### src/rtl/project_types.sv
// project_types: types and defaults shared by the IF-stage PC generator.
//   pc_t        widest supported PC (ADDR_W <= PC_MAX_W); narrower instances
//               use the low ADDR_W bits and keep the upper bits zero.
//   redirect_t  {en, addr}: a jump request or the pending-jump buffer entry.
//   pc_state_t  PC_OFF (fetch disabled) / PC_RUN (fetching).
package project_types;

   localparam int          PC_MAX_W         = 32;
   localparam logic [31:0] DEF_RESET_VECTOR = 32'h0000_0000;
   localparam int          DEF_INSN_BYTES   = 4;

   typedef logic [PC_MAX_W-1:0] pc_t;

   typedef struct packed {
      logic en;
      pc_t  addr;
   } redirect_t;

   typedef enum logic {PC_OFF, PC_RUN} pc_state_t;

endpackage

### src/rtl/pc_gen_if.sv
// pc_gen_if: fetch-control bundle between the pipeline control and pc_gen.
//   master: pipeline side, drives stall/flush/jump requests, reads fetch outputs.
//   slave : pc_gen side.
//   stall[0] is the IF stall; the remaining stall bits are carried but unused here.
interface pc_gen_if #(
   parameter int ADDR_W  = 32,
   parameter int STALL_W = 6
);
   logic [STALL_W-1:0] stall;
   logic               flush;
   logic [ADDR_W-1:0]  flush_pc;
   logic               jump_en;
   logic [ADDR_W-1:0]  jump_addr;
   logic [ADDR_W-1:0]  if_pc_o;
   logic               if_ce_o;
   logic               if_misalign_o;

   modport master (
      output stall, flush, flush_pc, jump_en, jump_addr,
      input  if_pc_o, if_ce_o, if_misalign_o
   );

   modport slave (
      input  stall, flush, flush_pc, jump_en, jump_addr,
      output if_pc_o, if_ce_o, if_misalign_o
   );
endinterface

### src/rtl/pc_redirect_buf.sv
// pc_redirect_buf: one-entry holding register for a jump that arrives while
// IF is stalled.
//   clk, rst   clock, synchronous active-high reset (empties the entry)
//   set        load wr into an empty entry
//   overwrite  replace a valid entry with wr (latest jump wins)
//   clear      empty the entry (consumed or flushed); wins over set/overwrite
//   wr         jump request to capture ({1, target})
//   pend       current entry
module pc_redirect_buf
   import project_types::*;
(
   input  logic      clk,
   input  logic      rst,
   input  logic      set,
   input  logic      overwrite,
   input  logic      clear,
   input  redirect_t wr,
   output redirect_t pend
);

   always_ff @(posedge clk) begin
      if (rst || clear)
         pend <= '0;
      else if (set || overwrite)
         pend <= wr;
   end

endmodule

### src/rtl/pc_gen.sv
// pc_gen: instruction-fetch program counter.
//   clk, rst  clock, synchronous active-high reset
//   bus       pc_gen_if.slave: stall vector, flush + flush_pc, jump_en +
//             jump_addr in; if_pc_o, if_ce_o, if_misalign_o out (all registered)
// Redirect priority in RUN: flush > stalled jump capture > stall hold >
// buffered jump > live jump > sequential (+INSN_BYTES, wrapping).
// Optional: define PC_ALIGN_CHECK_EN to register |pc[1:0] on if_misalign_o;
// otherwise the output is tied low.
module pc_gen
   import project_types::*;
#(
   parameter int          ADDR_W       = 32,
   parameter logic [31:0] RESET_VECTOR = DEF_RESET_VECTOR,
   parameter int          INSN_BYTES   = DEF_INSN_BYTES,
   parameter int          STALL_W      = 6
) (
   input logic     clk,
   input logic     rst,
   pc_gen_if.slave bus
);

   localparam logic [ADDR_W-1:0] RV  = RESET_VECTOR[ADDR_W-1:0];
   localparam logic [ADDR_W-1:0] INC = ADDR_W'(INSN_BYTES);

   pc_state_t         state_q, state_nxt;
   logic [ADDR_W-1:0] pc_q, pc_nxt;
   redirect_t         pend, jump_req;
   logic              buf_set, buf_ovr, buf_clr;
   logic              stall_if;
   logic [ADDR_W-1:0] pend_addr;

   assign stall_if  = bus.stall[0];
   assign pend_addr = pend.addr[ADDR_W-1:0];

   // Jump target widened into the shared redirect record.
   always_comb begin
      jump_req                   = '0;
      jump_req.en                = bus.jump_en;
      jump_req.addr[ADDR_W-1:0]  = bus.jump_addr;
   end

   generate
      if (ADDR_W < PC_MAX_W) begin : g_pend_hi
         logic unused_pend_hi;
         assign unused_pend_hi = ^pend.addr[PC_MAX_W-1:ADDR_W];
      end
      if (STALL_W > 1) begin : g_stall_hi
         logic unused_stall_hi;
         assign unused_stall_hi = ^bus.stall[STALL_W-1:1];
      end
   endgenerate

   pc_redirect_buf u_buf (
      .clk       (clk),
      .rst       (rst),
      .set       (buf_set),
      .overwrite (buf_ovr),
      .clear     (buf_clr),
      .wr        (jump_req),
      .pend      (pend)
   );

   always_ff @(posedge clk) begin
      if (rst) begin
         state_q <= PC_OFF;
         pc_q    <= RV;
      end else begin
         state_q <= state_nxt;
         pc_q    <= pc_nxt;
      end
   end

   always_comb begin
      state_nxt = state_q;
      pc_nxt    = pc_q;
      buf_set   = 1'b0;
      buf_ovr   = 1'b0;
      buf_clr   = 1'b0;
      unique case (state_q)
         PC_OFF: begin
            // First RUN cycle fetches RESET_VECTOR itself; increment follows.
            state_nxt = PC_RUN;
            pc_nxt    = RV;
            buf_clr   = 1'b1;
         end
         PC_RUN: begin
            if (bus.flush) begin
               pc_nxt  = bus.flush_pc;
               buf_clr = 1'b1;
            end else if (stall_if) begin
               if (bus.jump_en) begin
                  buf_set = !pend.en;
                  buf_ovr = pend.en;
               end
            end else if (pend.en) begin
               // Held jump is older than any live one, so it goes first.
               pc_nxt  = pend_addr;
               buf_clr = 1'b1;
            end else if (bus.jump_en) begin
               pc_nxt = bus.jump_addr;
            end else begin
               pc_nxt = pc_q + INC;
            end
         end
         default: state_nxt = PC_OFF;
      endcase
   end

   assign bus.if_pc_o = pc_q;
   assign bus.if_ce_o = (state_q == PC_RUN);

`ifdef PC_ALIGN_CHECK_EN
   logic mis_q;
   always_ff @(posedge clk) begin
      if (rst)
         mis_q <= 1'b0;
      else
         mis_q <= |pc_nxt[1:0];
   end
   assign bus.if_misalign_o = mis_q;
`else
   assign bus.if_misalign_o = 1'b0;
`endif

endmodule
### src/flat_wrapper.sv
// flat-port wrapper written by rule: the top's interface ports become plain ports
module pc_gen_flat import project_types::*;
#(
   parameter int          ADDR_W       = 32,
   parameter logic [31:0] RESET_VECTOR = DEF_RESET_VECTOR,
   parameter int          INSN_BYTES   = DEF_INSN_BYTES,
   parameter int          STALL_W      = 6
)
  (clk, rst, bus_stall, bus_flush, bus_flush_pc, bus_jump_en, bus_jump_addr, bus_if_pc_o, bus_if_ce_o, bus_if_misalign_o);
  pc_gen_if #(.ADDR_W(ADDR_W), .STALL_W(STALL_W)) bus_i ();
  input logic clk;
  input logic rst;
  input wire logic [$bits(bus_i.stall)-1:0] bus_stall;
  input wire logic [$bits(bus_i.flush)-1:0] bus_flush;
  input wire logic [$bits(bus_i.flush_pc)-1:0] bus_flush_pc;
  input wire logic [$bits(bus_i.jump_en)-1:0] bus_jump_en;
  input wire logic [$bits(bus_i.jump_addr)-1:0] bus_jump_addr;
  output wire logic [$bits(bus_i.if_pc_o)-1:0] bus_if_pc_o;
  output wire logic [$bits(bus_i.if_ce_o)-1:0] bus_if_ce_o;
  output wire logic [$bits(bus_i.if_misalign_o)-1:0] bus_if_misalign_o;
  assign bus_i.stall = bus_stall;
  assign bus_i.flush = bus_flush;
  assign bus_i.flush_pc = bus_flush_pc;
  assign bus_i.jump_en = bus_jump_en;
  assign bus_i.jump_addr = bus_jump_addr;
  assign bus_if_pc_o = bus_i.if_pc_o;
  assign bus_if_ce_o = bus_i.if_ce_o;
  assign bus_if_misalign_o = bus_i.if_misalign_o;
  pc_gen #(.ADDR_W(ADDR_W), .RESET_VECTOR(RESET_VECTOR), .INSN_BYTES(INSN_BYTES), .STALL_W(STALL_W)) u_core (.clk(clk), .rst(rst), .bus(bus_i));
endmodule
### config.mk
export PLATFORM = sky130hd
export DESIGN_NAME = pc_gen_flat
export DESIGN_NICKNAME = d
export VERILOG_FILES = /design/src/rtl/project_types.sv /design/src/rtl/pc_gen_if.sv /design/src/rtl/pc_redirect_buf.sv /design/src/rtl/pc_gen.sv /design/src/flat_wrapper.sv
export SDC_FILE = /design/constraint.sdc
export NUM_CORES = 1
export LEC_CHECK = 0
export ABC_AREA = 0
export CORE_MARGIN = 5
export CORE_UTILIZATION = 52
export CTS_CLUSTER_SIZE = 25
export DETAILED_ROUTE_END_ITERATION = 7
export GPL_TIMING_DRIVEN = 0
export PLACE_DENSITY = 0.86
export SLEW_MARGIN = 5
export SYNTH_ARGS = -nofsm -noshare
export SYNTH_HDL_FRONTEND = slang
export SYNTH_SLANG_ARGS = --single-unit
### constraint.sdc
create_clock -name clk -period 2.9 [get_ports clk]
set_input_delay 0.87 -clock clk [delete_from_list [all_inputs] [get_ports clk]]
set_output_delay 0.87 -clock clk [all_outputs]
set_load 0.02 [all_outputs]
==> results.cfg <==
[route]
met2_length_mm = 6.958
vias = 4850
first_pass_iters = 5
routed_wl_mm = 15.75
vias_per_cell = 6.407
wl_per_cell_um = 20.81
antenna_left = 0
drc = 0
drt_iter0_markers = 672
wl_met3_mm = 2.133
highest_layer = met4
wl_met1_mm = 6.248

[worst_setup_path]
crit_path_start_kind = input pin
crit_type = input pin to flip-flop
path_buf_inv = 2
crit_slowest_cell = and2_1
critPathRequiredTime_ps = 3110
path_delay_family = simple AND/OR/NAND/NOR gates
crit_chain = clkdlybuf4s50_1 > nor2b_1 > and2_1 > nand2_1 > clkbuf_1 > nand2_1 > a21oi_1
cpMostUsedCell = nand2_1
critPathMaxFanout = 10
rr_startpoint = u_core.bus.if_pc_o[2]$_SDFFE_PP0P_
end_kind = flip-flop
r2r_cells = 6
startpoint = bus_flush
crit_cells = 7
crit_path_max_incr_delay_ps = 490
critPathArrivalTime_ps = 2980

[sta]
fin_crit_sh_pct = 95.53
relSlewSlack_pct = 40.95
rsz0062_at_grt = no
tightest_slew_ps = 877.6
tns_ps = 0
finalClockSkew_ps = 7.875
finalCriticalPeriod_ps = 2770
maxSlewViolCount = 0
finalSetupViolCount = 0
fmax_mhz = 361.0
final-hold-violation-count = 0

[layout]
area_delta_synth_final_pct = 34.99
layout.nets = 728
diodes = 0
drive_gt1_share_pct = 5.319

[logic_synthesis]
netlist_instances = 544
synth_edf_count = 0
ys_ff_latch = 66
synth_top_area_share_pct = 33.87
synth_area_leaders = dfxtp_1 34%, nand2_1 12%, a21oi_1 8.5%
avgSynthCellArea_um2 = 7.171
synth_seq_area_share_pct = 33.87
yosys_warnings = 0
synth.net_count = 619
synth_area_um2 = 3901
synth-async-reset-ratio_pct = 0
yosysTopAreaCell = dfxtp_1
synth_flop_cell = dfxtp_1
ys_types = 55

[floorplan]
fp.dieH_um = 96.62
die_area_um2 = 9334
initial_core_util_pct = 53.50
coreArea_um2 = 7292
row_count = 31
ios = 108
die_w_um = 96.62

[clock_network]
cts_buffers = 9
cts_sinks = 66
cts_tree = built
cts_setup_buffers = 0
clock-root-buffer = clkbuf_8
h-tree-depth = 3
insertion_delay_ps = 350
path_clk_slew_ps = 80
cts_max_path_buffers = 2

[place]
gp_congestion = 0.9875
hpwl_mm = 11.84
portBuffers = 99

[outcome]
status = finished, final reports clean

[power_and_ir_drop]
ir_drop_v = 0.0003503
power_density_nw_per_um2 = 445.2
p_leak_nw = 1.810
p_total_w = 0.002345

[global_route]
antenna_found_initial = 0
grt_pass1_vias = 4654
grt_pass1_wl_mm = 24.43
grt_max_degree = 12
grtUsageTotal_pct = 32.10
grt.overflow.total = 0

[worst_hold_path]
hold-path-cell-count = 2
hold_class = flip-flop to flip-flop
hp-start = u_core.u_buf.pend[6]$_SDFFE_PP0P_

[flow_run]
maxCapViolCount = 0
==> synth_stat cells, types with 3 or more instances <==
cell,count
a31oi_1,9
dfxtp_1,66
o31ai_1,5
a21o_1,3
nor2_1,12
clkbuf_1,33
nor2b_1,4
buf_1,5
nand2_1,122
inv_1,11
nor4_1,5
nand2b_1,13
or3_1,4
a32oi_1,4
a221oi_1,6
nand3_1,17
xor2_1,9
o21ai_0,37
o22ai_1,8
nor3_1,9
o2111ai_1,3
mux2i_1,3
a211oi_1,7
a21oi_1,66
nand4_1,11
o221ai_1,6
and3_1,8
a22o_1,3
or2_2,5
o211ai_1,12
==> cell usage in the layout (no fill, tap or decap), drive strengths merged, types with 4 or more instances in the layout <==
cell type,instances
clkdlybuf4s50,99
nand4,13
a31oi,9
clkbuf,46
a221oi,6
buf,6
nand2b,13
nor2,12
or3,4
a21oi,66
a32oi,4
nor4,5
a211oi,7
o211ai,12
nor2b,4
o31ai,5
inv,11
nand2,122
xor2,9
o22ai,8
nand3,17
nor3,9
dfxtp,66
and3,8
or2,5
o21ai,37
o221ai,6
==> final timing paths <==
check,end,slack [ps]
worst max-delay path,u_core.u_buf.pend[11]$_SDFFE_PP0P_,130
worst min-delay path,u_core.u_buf.pend[6]$_SDFFE_PP0P_,450
worst max register to register,u_core.bus.if_pc_o[20]$_SDFFE_PP0P_,340
worst min register to register,u_core.u_buf.pend[6]$_SDFFE_PP0P_,450
==> metrics by stage <==
| stage | cell area, um2 | worst slack [ps] | hold WS (ps) | util [%] | std cells |
|---|---|---|---|---|---|
| 2_1_floorplan | 3901 | 718.9 | 433.2 | - | 544 |
| 3_3_place_gp | 5016 | -447.0 | 442.1 | 68.79 | 742 |
| 3_5_place_dp | 5016 | -489.1 | 444.7 | 68.79 | 742 |
| 4_1_cts | 5255 | 46.19 | 455.2 | 72.07 | 758 |
| 5_1_grt | 5266 | 18.70 | 476.3 | 72.22 | 757 |
| 6_report | 5266 | 129.5 | 454.3 | 72.22 | 757 |
==> cells by family (layout without fill, tap and decap cells) <==
kind of cell	count (synthesis)	after routing	synth area share (%)
other	1	1	0.09612
XOR/XNOR	11	11	2.470
multiplexers	3	3	0.7698
buffers and inverters	54	168	5.356
AO/OA/AOI/OAI	190	190	30.89
flip-flops	66	66	33.87
adder cells (fa/ha/maj)	1	1	0.3207
AND/OR/NAND/NOR	218	218	26.23
==> registers in the layout, summed over array words and instances (netlist names) <==
| name | cells |
|---|---|
| u_core.u_buf.pend | 33 |
| u_core.bus.if_pc_o | 32 |
| u_core.bus.if_ce_o | 1 |
==> routing by layer <==
| metal | track usage (%) | vias up |
|---|---|---|
| met5 | 0 | - |
| met4 | 9.611 | 0 |
| met3 | 10.14 | 47 |
| met2 | 48.99 | 364 |
| met1 | 43.36 | 2238 |
| li1 | - | 2201 |
==> worst register-to-register path: stages, from the launching register on <==
cell and delay (ps):
dfxtp_1 500, ha_1 360, nand4_2 260, nor4_2 730, and3_1 250, o21ai_0 100, a41o_1 260
==> layout make-up <==
class | count | area, um2
clock buffers | 12 | 165.2
flip-flops and latches | 66 | 1321
fillers | 619 | 2026
repair buffers | 99 | 991.0
multi-input cells | 424 | 2380
plain buffers | 40 | 163.9
well taps | 99 | 123.9
clock inverters | 4 | 72.57
inverters | 13 | 48.80
==> report_power, final <==
part | switching [W] | total [W] | leakage, nW | internal (W)
registers | 0.0000416 | 0.000973 | 0.536 | 0.000932
logic | 0.000233 | 0.000431 | 1.15 | 0.000199
clock network | 0.000386 | 0.000940 | 0.119 | 0.000554
==> repair_timing <==
action,4_1_cts,5_1_grt
pin swaps,0,0
hold buffers,0,0
resized for setup,1,12
endpoints found under the setup margin,2,41
Power figures use the tool's default switching activity.
